`config.mk`:
```
export PLATFORM = sky130hd
export DESIGN_NAME = alarm_controller
export DESIGN_NICKNAME = d
export VERILOG_FILES = /design/src/rtl/alarm_controller.sv
export SDC_FILE = /design/constraint.sdc
export NUM_CORES = 1
export LEC_CHECK = 0
export ABC_AREA = 1
export ABC_CLOCK_PERIOD_IN_PS = 4100
export CORE_MARGIN = 2
export CORE_UTILIZATION = 53
export DETAILED_ROUTE_END_ITERATION = 10
export PLACE_DENSITY_LB_ADDON = 0.2
export SLEW_MARGIN = 20
export SYNTH_ARGS = -nofsm -noshare
export SYNTH_HDL_FRONTEND = slang
export SYNTH_SLANG_ARGS = --single-unit
```
`constraint.sdc`:
```
create_clock -name clk -period 4.1 [get_ports clk]
set_clock_uncertainty 0.2 [all_clocks]
set_input_delay 0.82 -clock clk [delete_from_list [all_inputs] [get_ports clk]]
set_output_delay 0.82 -clock clk [all_outputs]
set_load 0.01 [all_outputs]
```
`src/rtl/alarm_controller.sv`:
```
// Alarm sequencer: detects the alarm minute, rings with a 1 s on/off beep,
// and handles snooze, stop, ring timeout and the per-event snooze limit.
module alarm_controller #(
   parameter int unsigned SNOOZE_MIN     = 5,
   parameter int unsigned RING_TIMEOUT_S = 60,
   parameter int unsigned MAX_SNOOZE     = 3
) (
   input  logic       clk,
   input  logic       reset,
   input  logic       tick_1hz,
   input  logic [4:0] cur_hour,
   input  logic [5:0] cur_min,
   input  logic [5:0] cur_sec,
   input  logic [4:0] al_hour,
   input  logic [5:0] al_min,
   input  logic       armed,
   input  logic       al_idle,
   input  logic       snooze_btn,
   input  logic       stop_btn,
   output logic       ringing,
   output logic       buzzer,
   output logic       snoozing,
   output logic [2:0] snooze_cnt
);

   localparam logic [1:0] IDLE   = 2'd0;
   localparam logic [1:0] RING   = 2'd1;
   localparam logic [1:0] SNOOZE = 2'd2;
   localparam logic [1:0] DONE   = 2'd3;

   localparam logic [7:0] RING_LOAD = 8'(RING_TIMEOUT_S);
   localparam logic [9:0] SNZ_LOAD  = 10'(SNOOZE_MIN * 60);
   localparam logic [2:0] SNZ_LIMIT = 3'(MAX_SNOOZE);

   logic [1:0] state_q, state_d;
   logic [7:0] ring_timer_q, ring_timer_d;
   logic [9:0] snz_timer_q, snz_timer_d;
   logic       beep_phase_q, beep_phase_d;
   logic [2:0] snooze_cnt_q, snooze_cnt_d;

   logic match;
   logic abort;
   logic ring_expire;

   assign match       = (cur_hour == al_hour) && (cur_min == al_min);
   assign abort       = !armed || !al_idle;
   assign ring_expire = tick_1hz && (ring_timer_q == 8'd1);

   always_comb begin
      state_d      = state_q;
      ring_timer_d = ring_timer_q;
      snz_timer_d  = snz_timer_q;
      beep_phase_d = beep_phase_q;
      snooze_cnt_d = snooze_cnt_q;

      if (state_q != IDLE && abort) begin
         state_d      = IDLE;
         snooze_cnt_d = 3'd0;
      end else begin
         case (state_q)
            IDLE: begin
               if (armed && al_idle && match && cur_sec == 6'd0) begin
                  state_d      = RING;
                  ring_timer_d = RING_LOAD;
                  beep_phase_d = 1'b1;
                  snooze_cnt_d = 3'd0;
               end
            end
            RING: begin
               if (stop_btn) begin
                  state_d = DONE;
               end else if (snooze_btn || ring_expire) begin
                  // Once the snooze budget is spent, a snooze or timeout ends the event.
                  if (snooze_cnt_q < SNZ_LIMIT) begin
                     state_d      = SNOOZE;
                     snz_timer_d  = SNZ_LOAD;
                     snooze_cnt_d = snooze_cnt_q + 3'd1;
                  end else begin
                     state_d = DONE;
                  end
               end else if (tick_1hz) begin
                  beep_phase_d = !beep_phase_q;
                  if (ring_timer_q != 8'd0) ring_timer_d = ring_timer_q - 8'd1;
               end
            end
            SNOOZE: begin
               if (stop_btn) begin
                  state_d = DONE;
               end else if (tick_1hz && snz_timer_q == 10'd1) begin
                  state_d      = RING;
                  ring_timer_d = RING_LOAD;
                  beep_phase_d = 1'b1;
               end else if (tick_1hz && snz_timer_q != 10'd0) begin
                  snz_timer_d = snz_timer_q - 10'd1;
               end
            end
            default: begin
               // Leaving only once the minute has moved on blocks a re-trigger.
               if (!match) begin
                  state_d      = IDLE;
                  snooze_cnt_d = 3'd0;
               end
            end
         endcase
      end
   end

   always_ff @(posedge clk) begin
      if (reset) begin
         state_q      <= IDLE;
         ring_timer_q <= 8'd0;
         snz_timer_q  <= 10'd0;
         beep_phase_q <= 1'b0;
         snooze_cnt_q <= 3'd0;
      end else begin
         state_q      <= state_d;
         ring_timer_q <= ring_timer_d;
         snz_timer_q  <= snz_timer_d;
         beep_phase_q <= beep_phase_d;
         snooze_cnt_q <= snooze_cnt_d;
      end
   end

   assign ringing    = (state_q == RING);
   assign buzzer     = (state_q == RING) && beep_phase_q;
   assign snoozing   = (state_q == SNOOZE);
   assign snooze_cnt = snooze_cnt_q;

endmodule

```
==> results.toml <==
[status]
status = "complete, no violations"

[clocking]
clkSinkCount = 24
clock_latency_ns = 0.27
cts_inserted_buffers = 3
tritoncts = "done"
cts-htree-levels = 1
cts_setup_buffers = 0
root_buffer = "clkbuf_8"
cts_hold_buf = 0
cts_max_path_buffers = 2
clk_pin_slew_ns = 0.09
ctsResizeCount = 0

[layout]
fin_nets = 405
final_cell_mix = "84 x nand2_1, 42 x inv_1, 42 x nor2_1"
n_antenna_cell = 0
final_util_pct = 67.6
finalInstanceArea_um2 = 2440
final_common_cell = "nand2_1"
fillers = 335
drive_gt1_share_pct = 6.70
multi_input_area_um2 = 1280
ff_latch_area_um2 = 480
area_delta_synth_final_pct = 23.7

[timing]
min_period_ns = 2.99
holdWs_ns = 0.292
fin_setup_tns_ns = 0
drv_slew = 0
maxSlewHeadroom_pct = 52.6
hold_violations = 0
period_share_pct = 72.8
setup_violations = 0
tightestPinTransition_ns = 0.709
timing.fmax_ghz = 0.335
rsz0062_at_grt = "no"

[synthesis]
yosysSeqAreaShare_pct = 24.4
synth_edf_count = 0
synthCells = 320
ys_top_cells_by_area = "dfxtp_1 24%, nand2_1 16%, nand3_1 8.9%"
synth_top_flop_cell = "dfxtp_1"
yosysTopAreaCell = "dfxtp_1"
ys_seq_elements = 24
postSynthAreaPerCell_um2 = 6.16
ys_warn_count = 0
synthDistinctLibCells = 28
synth_area_um2 = 1970
yosys.area.top_type_share_pct = 24.4
syn-num-nets = 366
synthArstFlopShare_pct = 0

[detailed_routing]
met1_length_mm = 2.06
route.met3.wl_um = 252
drc = 0
vias_per_cell = 5.10
drt_wl_total_mm = 4.37
drtIter0Drc = 196
met2_length_mm = 2.01
vias = 2070
dr.max_layer_used = "met4"
firstDrtPassIters = 4
ant_nets = 0
wl_per_cell_um = 10.8

[critical_path]
crit_fanout = 14
r2r_slack_ns = 1.45
worstPathRequired_ns = 3.08
r2r-end = "snz_timer_q[7]"
worstSetupEndpointType = "primary output"
critPathKind = "register to primary output"
r2r_cells = 9
reg2reg_from = "state_q[0]"
arrival_ns = 1.97
start_kind = "register"

[die]
core_um2 = 3610
io_pins = 41
die_h_um = 65.0
die_area_um2 = 4220
die_w_um = 65.0
start_util_pct = 54.6
rows = 22

[power_and_ir_drop]
vdd_drop_max_v = 0.000208
p_per_area_nw_per_um2 = 443
p_total_mw = 1.08
power.leakage_nw = 1.14

[placed_design]
portBuffers = 40
dp_hpwl_mm = 3.39
dpl-instance-area_um2 = 2380
place.gp.congestion = 0.853

[min_path]
hold_class = "register to register"
hold_end = "beep_phase_q"
holdCritStartpoint = "beep_phase_q"
hold_path_depth = 2

[global_routing]
grt_max_degree = 19
grt_usage_pct = 22.2
grt_overflow = 0
antenna_found_initial = 0
first_global_vias = 1865
grt_pass1_wl_mm = 7.64

[flow_run]
maxCapViolCount = 0
[cell usage after synthesis, drive strengths merged (3+ instances only)]
master / count
ha: 11
nand2: 87
nand4: 13
xnor2: 6
dfxtp: 24
nand3: 37
a21oi: 20
or2: 7
xor2: 5
nor3: 3
o21ai: 9
buf: 5
inv: 42
nor2: 48
[state kept, by name, summed over array words and instances, names as in the netlist]
name,count
beep_phase_q,1
ring_timer_q,8
snooze_cnt,3
snz_timer_q,10
state_q,2
[routing by layer]
layer / vias to the layer above / GRT usage, %
met5: - / 0
met4: 0 / 6.65
met3: 6 / 2.43
met2: 74 / 37.8
met1: 892 / 29.5
li1: 1098 / -
[cells by family after synthesis]
logic type                 share of synthesized area [%]
buffers and inverters                               10.7
AOI/OAI and AO/OA                                   7.75
and+or+nand+nor                                     45.3
adders and majority gates                           6.98
xor gates and xnor gates                            4.89
DFF                                                 24.4
[how the worst max path moves through the flow]
stage / startpoint / endpoint / slack [ns] / cells past startpoint
6_report: state_q[0] / buzzer / 1.11 / 4
5_1_grt: state_q[1] / buzzer / 0.94 / 5
4_1_cts: state_q[0] / buzzer / 1.09 / 4
3_5_place_dp: tick_1hz / snz_timer_q[7] / 0.99 / 10
3_3_place_gp: tick_1hz / snz_timer_q[0] / 1.08 / 10
2_1_floorplan: cur_sec[1] / snooze_cnt[2] / 2.04 / 8
[stage by stage]
| stage | instances | worst slack [ns] |
|---|---|---|
| floorplan | 320 | 2.04 |
| global placement | 402 | 1.08 |
| detailed placement | 402 | 0.987 |
| CTS | 406 | 1.09 |
| global route | 406 | 0.943 |
| finish | 406 | 1.11 |
[cell type report]
class	count	share of cell area, %
multi-input combinational	247	52.5
sequential	24	19.7
timing repair buffer	40	16.4
inverter	43	6.62
tap	48	2.46
clock buffer	4	2.26
[worst max-delay path, stage by stage, from the launching register on]
cell             delay (ns)
dfxtp_1                0.45
ha_1                   0.54
nand2_1                0.10
inv_1                  0.08
clkdlybuf4s50_1        0.53
[report_power, final]
| group | total (mW) | switching, mW | internal (mW) |
|---|---|---|---|
| combinational | 0.604 | 0.360 | 0.244 |
| sequential | 0.312 | 0.0411 | 0.271 |
| clock | 0.162 | 0.0765 | 0.0858 |
| total | 1.08 | 0.478 | 0.601 |
No activity file was read; power rests on OpenSTA's default activity.
